### src/rtl/sentinel_pkg.sv
// Shared types and constants for the Sentinel perimeter lock controller.
package sentinel_pkg;

  // Session states of the gatekeeper.
  typedef enum logic [1:0] {
    ST_LOCKED   = 2'd0,
    ST_UNLOCKED = 2'd1,
    ST_LOCKOUT  = 2'd2
  } gate_state_t;

  // 7-segment codes {dp,g,f,e,d,c,b,a}, active low.
  localparam logic [7:0] SEG_LOCKED   = 8'hC7;  // 'L'
  localparam logic [7:0] SEG_VERIFIED = 8'hC1;  // 'U'
  localparam logic [7:0] SEG_LOCKOUT  = 8'h86;  // 'E'
  localparam logic [7:0] SEG_OFF      = 8'hFF;  // blank

  // Status array patterns.
  localparam logic [7:0] STAT_UNLOCK  = 8'hFF;
  localparam logic [7:0] STAT_LOCKOUT = 8'hAA;
  localparam logic [7:0] STAT_OFF     = 8'h00;

  // Width of the failed-attempt counter.
  localparam int unsigned FAIL_W = 32'd3;

  // Timer width large enough to hold the longer window minus one; never below 1 bit.
  function automatic int unsigned timer_width(input int unsigned a, input int unsigned b);
    int unsigned longest;
    int unsigned w;
    longest = (a > b) ? a : b;
    w       = $clog2(longest);
    return (w < 32'd1) ? 32'd1 : w;
  endfunction

endpackage

### src/rtl/sentinel_timer.sv
// Loadable down counter shared by the unlock window and the lockout period.
// A load always wins over a decrement, and the count never wraps below zero.
module sentinel_timer
  import sentinel_pkg::*;
#(
  parameter int unsigned WIDTH = 32'd6
) (
  input  logic             clk,
  input  logic             rst_n,
  input  logic             load,
  input  logic [WIDTH-1:0] load_val,
  input  logic             en,
  output logic             zero
);

  logic [WIDTH-1:0] cnt_q;
  logic [WIDTH-1:0] cnt_d;

  // Next count: load, saturating decrement, or hold.
  always_comb begin
    cnt_d = cnt_q;
    if (load) begin
      cnt_d = load_val;
    end else if (en && (cnt_q != {WIDTH{1'b0}})) begin
      cnt_d = cnt_q - WIDTH'(1);
    end else begin
      cnt_d = cnt_q;
    end
  end

  // Count register with synchronous active-low reset.
  always_ff @(posedge clk) begin
    if (!rst_n) begin
      cnt_q <= {WIDTH{1'b0}};
    end else begin
      cnt_q <= cnt_d;
    end
  end

  assign zero = (cnt_q == {WIDTH{1'b0}});

endmodule

### src/rtl/sentinel_gatekeeper.sv
// Sentinel perimeter lock sequencer: turns DIP key submits into an
// authorization session with a timed unlock window, failed-attempt counting
// and a timed lockout. Drives the 7-segment display and status array.
module sentinel_gatekeeper
  import sentinel_pkg::*;
#(
  parameter logic [7:0]  KEY            = 8'hB6,
  parameter int unsigned MAX_FAILS      = 32'd3,
  parameter int unsigned UNLOCK_CYCLES  = 32'd16,
  parameter int unsigned LOCKOUT_CYCLES = 32'd64
) (
  input  logic       clk,
  input  logic       rst_n,
  input  logic       ena,
  input  logic [7:0] key_in,
  input  logic       submit,
  output logic [7:0] seg_out,
  output logic [7:0] status,
  output logic       unlocked,
  output logic       lockout
);

  localparam int unsigned       TW           = timer_width(UNLOCK_CYCLES, LOCKOUT_CYCLES);
  localparam logic [TW-1:0]     UNLOCK_LOAD  = TW'(UNLOCK_CYCLES - 32'd1);
  localparam logic [TW-1:0]     LOCKOUT_LOAD = TW'(LOCKOUT_CYCLES - 32'd1);
  localparam logic [FAIL_W-1:0] FAIL_LIMIT   = FAIL_W'(MAX_FAILS);
  localparam logic [FAIL_W-1:0] FAIL_SAT     = {FAIL_W{1'b1}};

  gate_state_t       state_q;
  gate_state_t       state_d;
  logic [FAIL_W-1:0] fail_cnt_q;
  logic [FAIL_W-1:0] fail_cnt_d;
  logic [FAIL_W-1:0] fail_next_s;
  logic              submit_q;
  logic              submit_d;
  logic              submit_edge_s;
  logic              key_match_s;
  logic              tmr_load_s;
  logic [TW-1:0]     tmr_load_val_s;
  logic              tmr_en_s;
  logic              tmr_zero_s;

  // Button history follows the pin even while disabled, so a press held
  // across re-enable is not seen as a new edge.
  assign submit_d      = submit;
  assign submit_edge_s = submit & ~submit_q & ena;
  assign key_match_s   = (key_in == KEY);

  // Saturating increment of the failed-attempt count.
  always_comb begin
    if (fail_cnt_q == FAIL_SAT) begin
      fail_next_s = fail_cnt_q;
    end else begin
      fail_next_s = fail_cnt_q + FAIL_W'(1);
    end
  end

  // Next-state, fail counter and timer control; everything holds while ena is low.
  always_comb begin
    state_d        = state_q;
    fail_cnt_d     = fail_cnt_q;
    tmr_load_s     = 1'b0;
    tmr_load_val_s = {TW{1'b0}};
    tmr_en_s       = 1'b0;
    if (ena) begin
      case (state_q)
        ST_LOCKED: begin
          if (submit_edge_s && key_match_s) begin
            state_d        = ST_UNLOCKED;
            fail_cnt_d     = {FAIL_W{1'b0}};
            tmr_load_s     = 1'b1;
            tmr_load_val_s = UNLOCK_LOAD;
          end else if (submit_edge_s) begin
            if (fail_next_s == FAIL_LIMIT) begin
              state_d        = ST_LOCKOUT;
              fail_cnt_d     = FAIL_LIMIT;
              tmr_load_s     = 1'b1;
              tmr_load_val_s = LOCKOUT_LOAD;
            end else begin
              fail_cnt_d = fail_next_s;
            end
          end else begin
            state_d = ST_LOCKED;
          end
        end
        ST_UNLOCKED: begin
          // A matching resubmit restarts the window even on its last cycle.
          if (submit_edge_s && key_match_s) begin
            tmr_load_s     = 1'b1;
            tmr_load_val_s = UNLOCK_LOAD;
          end else if (submit_edge_s) begin
            state_d = ST_LOCKED;
          end else if (tmr_zero_s) begin
            state_d = ST_LOCKED;
          end else begin
            tmr_en_s = 1'b1;
          end
        end
        ST_LOCKOUT: begin
          // Submits are deliberately ignored for the whole lockout.
          if (tmr_zero_s) begin
            state_d    = ST_LOCKED;
            fail_cnt_d = {FAIL_W{1'b0}};
          end else begin
            tmr_en_s = 1'b1;
          end
        end
        default: begin
          state_d    = ST_LOCKED;
          fail_cnt_d = {FAIL_W{1'b0}};
        end
      endcase
    end else begin
      state_d    = state_q;
      fail_cnt_d = fail_cnt_q;
    end
  end

  // State, fail counter and button history registers.
  always_ff @(posedge clk) begin
    if (!rst_n) begin
      state_q    <= ST_LOCKED;
      fail_cnt_q <= {FAIL_W{1'b0}};
      submit_q   <= 1'b0;
    end else begin
      state_q    <= state_d;
      fail_cnt_q <= fail_cnt_d;
      submit_q   <= submit_d;
    end
  end

  sentinel_timer #(
    .WIDTH (TW)
  ) u_timer (
    .clk      (clk),
    .rst_n    (rst_n),
    .load     (tmr_load_s),
    .load_val (tmr_load_val_s),
    .en       (tmr_en_s),
    .zero     (tmr_zero_s)
  );

  // Moore decode of display and status from the state registers, blanked when disabled.
  always_comb begin
    seg_out  = SEG_OFF;
    status   = STAT_OFF;
    unlocked = 1'b0;
    lockout  = 1'b0;
    if (ena) begin
      case (state_q)
        ST_LOCKED: begin
          seg_out = SEG_LOCKED;
          status  = {5'b00000, fail_cnt_q};
        end
        ST_UNLOCKED: begin
          seg_out  = SEG_VERIFIED;
          status   = STAT_UNLOCK;
          unlocked = 1'b1;
        end
        ST_LOCKOUT: begin
          seg_out = SEG_LOCKOUT;
          status  = STAT_LOCKOUT;
          lockout = 1'b1;
        end
        default: begin
          seg_out = SEG_LOCKED;
          status  = STAT_OFF;
        end
      endcase
    end else begin
      seg_out = SEG_OFF;
      status  = STAT_OFF;
    end
  end

endmodule
### config.mk
export PLATFORM = sky130hd
export DESIGN_NAME = sentinel_gatekeeper
export DESIGN_NICKNAME = d
export VERILOG_FILES = /design/src/rtl/sentinel_pkg.sv /design/src/rtl/sentinel_timer.sv /design/src/rtl/sentinel_gatekeeper.sv
export SDC_FILE = /design/constraint.sdc
export NUM_CORES = 1
export LEC_CHECK = 0
export ABC_AREA = 0
export CELL_PAD_IN_SITES_DETAIL_PLACEMENT = 0
export CELL_PAD_IN_SITES_GLOBAL_PLACEMENT = 1
export CORE_UTILIZATION = 32
export CTS_BUF_LIST = sky130_fd_sc_hd__clkbuf_8
export DETAILED_ROUTE_END_ITERATION = 8
export GPL_TIMING_DRIVEN = 0
export PLACE_DENSITY = 0.74
export SLEW_MARGIN = 40
export SYNTH_ARGS = -nofsm -noshare
export SYNTH_HDL_FRONTEND = slang
export SYNTH_HIERARCHICAL = 1
export SYNTH_SLANG_ARGS = --single-unit
### constraint.sdc
create_clock -name clk -period 5.5 [get_ports clk]
set_input_delay 1.1 -clock clk [delete_from_list [all_inputs] [get_ports clk]]
set_output_delay 1.1 -clock clk [all_outputs]
set_load 0.01 [all_outputs]
# [After elaboration in Yosys (flattened, before gate mapping)]
# Cells that the tools add are included.
[op_classes] mux=40 n_bitwise=4 n_addsub=2 n_eq_ne=9 reduce_logical=8
[ops] cell="$mux W6" count=6
[ops] cell="$pmux W8 S3" count=1
[ops] cell="$mux W8" count=2
[ops] cell="$mux W3" count=5
[ops] cell="$pmux W7 S2" count=1
[ops] cell="$mux W1" count=13
[ops] cell="$mux W2" count=6
[ops] cell="$pmux W6 S2" count=1
[ops] cell="$pmux W3 S3" count=1
[ops] cell="$eq A8 B8 Y1 const B" count=1
[ops] cell="$logic_not A6 Y1" count=1
[ops] cell="$pmux W2 S3" count=1
[ops] cell="$reduce_bool A6 Y1" count=1
[ops] cell="$sub A6 B1 Y6 const B" count=1
[ops] cell="$mux W4" count=1
[ops] cell="$ne A2 B2 Y1 const B" count=2
[ops] cell="$ne A4 B4 Y1 const B" count=1
[ops] cell="$pmux W1 S2" count=2
[ops] cell="$reduce_and A4 Y1" count=1
[ops] cell="$add A3 B1 Y3 const B" count=1
[ops] cell="$eq A3 B2 Y1 const B" count=1
[ops] cell="$eq A3 B3 Y1 const B" count=1
[ops] cell="$ne A3 B3 Y1 const B" count=1
[ops] cell="$reduce_and A3 Y1" count=1
[ops] cell="7 further kinds" count=10
[totals] wordCells=67 input_bits=12 output_inout_bits=18 register_bits=12

# [Longest topological paths before layout]
[logic_depth] word_depth=10 mapped_depth=10 depth_no_buf=10

# [By module]
# The synthesis kept the hierarchy.
[modules_own_cells] module="sentinel_gatekeeper" cells_per_inst=80 instances=1 seq_area_each_um2=120.1 area_each_um2=648.1
[modules_own_cells] module="sentinel_timer" cells_per_inst=42 instances=1 seq_area_each_um2=120.1 area_each_um2=374.1

# [Worst setup path after synthesis]
# Ideal clock, no wire load.
[synth_timing] path_type="input to output" startpoint="input ena" endpoint="output seg_out[2]" path_buffers=1 path_stages=4 arrival_time_ns=1.800 slack_ns=2.600 t_required_ns=4.400 cell_sequence="inv_1 nor2_1 inv_1 buf_4"
[synth_between] elab_chain_len=1
[synth_rtl] item="from (decl)" line_no="sentinel_gatekeeper.sv:14" source="input logic ena,"
[synth_rtl] item="$mux W8" line_no="sentinel_gatekeeper.sv:149" source="if (ena) begin"
[synth_rtl] item="to (decl)" line_no="sentinel_gatekeeper.sv:17" source="output logic [7:0] seg_out,"
# Every way passes these cells.

# [Worst setup path in the final report]
# Same ends and word-level chain as after synthesis.

==> flow_summary.json <==
{
  "rr_startpoint": "u_timer/cnt_q[0]",
  "p_per_area_nw_per_um2": 149,
  "h-tree-depth": 1,
  "min_period_ns": 3.97,
  "min_from": "state_q[0]",
  "cts_hold_buf": 0,
  "crit_chain": "clkdlybuf4s50_1, inv_1, nor2_1, inv_1, buf_4, clkdlybuf4s50_1",
  "path_buf_inv": 5,
  "clock_latency_ns": 0.24,
  "hold_class": "reg -> reg",
  "critPathMaxFanout": 8,
  "fin_util_pct": 45.8,
  "via_per_inst": 4.90,
  "fill_cells": 308,
  "synth_top_area_share_pct": 23.5,
  "synth_edf_count": 0,
  "post_cts_buffers": 0,
  "drv_slew": 0,
  "synth_top_area_cell": "dfxtp_1",
  "yosys-top-cells-area": "dfxtp_1 (24%), ha_1 (8.6%), a21oi_1 (7.8%)",
  "synth-main-ff-cell": "dfxtp_1",
  "antenna_found_initial": 0,
  "grt_pass1_vias": 923,
  "hold_viol": 0,
  "totalWireLength_um": 2330,
  "max_freq_mhz": 252,
  "syn_nets": 141,
  "hold_depth": 2,
  "cpPeakStageDelay_ns": 0.66,
  "core_um2": 3050,
  "slowest_stage": "clkdlybuf4s50_1",
  "drc": 0,
  "ys_warn_count": 6,
  "synth_cell_type_count": 40,
  "vias": 965,
  "fin_skew_ns": 0.00179,
  "worstPathArrival_ns": 2.87,
  "first_iter_violations": 16,
  "diodes": 0,
  "initial_core_util_pct": 33.5,
  "die_w_um": 58.5,
  "die_h_um": 58.5,
  "synth_area_um2": 1020,
  "cts_sinks": 12,
  "rows": 20,
  "post_cts_resized": 0,
  "drt_pass1_iterations": 4,
  "avgSynthCellArea_um2": 8.38,
  "grt_pass1_wl_um": 3830,
  "outcome": "complete, no violations",
  "critical_path.top_delay_family": "buffers and inverters",
  "globalRouteOverflowTotal": 0,
  "path_class": "in -> out",
  "hold-path-endpoint": "state_q[0]",
  "yosysSeqAreaShare_pct": 23.5,
  "syn_inst": 122,
  "setup_viol": 0,
  "grt.total_usage_pct": 14.4,
  "cts_tree": "done",
  "period_share_pct": 72.2,
  "port_buffers": 28,
  "syn_to_final_growth_pct": 36.8,
  "drv_cap": 0,
  "cts_root_buf": "clkbuf_8",
  "reg2reg_to": "u_timer/cnt_q[5]",
  "place_congestion": 0.774,
  "ys_ff_latch": 12,
  "dieArea_um2": 3420,
  "reg2reg_slack_ns": 2.83,
  "clockBufferDepth": 2,
  "cp-start-kind": "input pin",
  "cp-end-kind": "output port",
  "ant_nets": 0,
  "cts_buffers": 3,
  "clk_pin_slew_ns": 0.05,
  "tns_ns": 0,
  "drive_above_1_share_pct": 13.1,
  "dp_hpwl_um": 1870,
  "grt_max_degree": 14,
  "leakage_uw": 0.000506,
  "rsz0062_at_grt": "false",
  "wl_per_cell_um": 11.8,
  "holdWs_ns": 0.553,
  "pin_count": 30,
  "required_ns": 4.40,
  "nets": 174,
  "synthArstFlopShare_pct": 0,
  "max-vdd-ir-drop_mv": 0.106,
  "reg2reg_depth": 10
}
layout make-up:
type	instances	area (um2)	share of cell area (%)
multi-input cells	89	661	47.2
flip-flops and latches	12	240	17.2
well taps	44	55.1	3.94
plain buffers	10	80.1	5.72
inverters	11	41.3	2.95
repair buffers	28	280	20.0
clock buffers	3	41.3	2.95
flip-flops by register name, indices dropped and copies added, names as in the netlist:
| signal | flops |
|---|---|
| state_q | 2 |
| u_timer/cnt_q | 6 |
| submit_q | 1 |
| fail_cnt_q | 3 |
worst max-delay path by stage:
| stage | startpoint | endpoint | depth (start not counted) | slack [ns] |
|---|---|---|---|---|
| final | ena | seg_out[2] | 6 | 1.53 |
| after global routing | ena | seg_out[2] | 6 | 1.37 |
| after CTS | ena | seg_out[2] | 6 | 1.51 |
| after detailed placement | ena | seg_out[2] | 6 | 1.52 |
| after global placement | ena | seg_out[2] | 6 | 1.53 |
| after floorplan | ena | seg_out[2] | 4 | 2.60 |
tightest hold or removal path: stages (launching register included):
cell and delay, ns:
dfxtp_1 0.36, nand2_1 0.08, mux2i_1 0.06
cell usage in the layout, fill, tap and decap left out, types with 2 or more instances in the layout:
cell type         n
dfxtp_1          12
and2_1            3
nor3_1            3
o21ai_0           7
nor4_1            2
xnor2_1           3
clkbuf_8          3
a21oi_1          16
inv_1            11
mux2i_1           2
nor2_1            7
nand2_1           8
or4b_4            2
ha_1              7
nor2b_1           3
or3_1             2
nand4b_1          2
buf_4             9
clkdlybuf4s50_1  28
cell families after synthesis:
| group | Yosys count | synth area share (%) |
|---|---|---|
| AND/OR/NAND/NOR | 40 | 26.2 |
| AO/OA/AOI/OAI | 35 | 23.9 |
| buffers and inverters | 21 | 11.9 |
| flip-flops | 12 | 23.5 |
| adder cells (fa/ha/maj) | 7 | 8.57 |
| XOR/XNOR | 3 | 2.57 |
| multiplexers | 3 | 3.06 |
| other | 1 | 0.367 |
metal layers:
layer,vias up,routed length (um),global-route usage (%)
met3,6,125,1.76
met5,-,0,0
li1,494,-,-
met4,0,59,7.48
met2,33,1070,25.6
met1,432,1070,16.9
synth_stat cells, drive strengths merged (2+ instances only):
| master | n |
|---|---|
| a21oi | 16 |
| dfxtp | 12 |
| inv | 11 |
| o21ai | 10 |
| buf | 9 |
| nand2 | 8 |
| ha | 7 |
| nor2 | 7 |
| nor3 | 4 |
| and2 | 3 |
| nor2b | 3 |
| xnor2 | 3 |
| mux2i | 2 |
| nand4b | 2 |
| nor4 | 2 |
| nor4b | 2 |
| or3 | 2 |
| or4b | 2 |
metrics by stage:
step / cell area (um2) / total power [uW] / setup WS, ns / std cells
final: 1400 / 208 / 1.53 / 197
after global routing: 1400 / 217 / 1.37 / 197
after CTS: 1400 / 212 / 1.51 / 197
after detailed placement: 1360 / 131 / 1.52 / 194
after global placement: 1360 / 131 / 1.53 / 194
after floorplan: 1020 / 114 / 2.60 / 122
power breakdown:
part | leakage (uW) | total, uW | internal, uW | switching, uW
registers | 0.0000971 | 91.4 | 89.1 | 2.25
clock network | 0.0000216 | 78.6 | 48.1 | 30.5
logic | 0.000387 | 38.2 | 21.3 | 16.9
No activity file was read; power rests on OpenSTA's default activity.
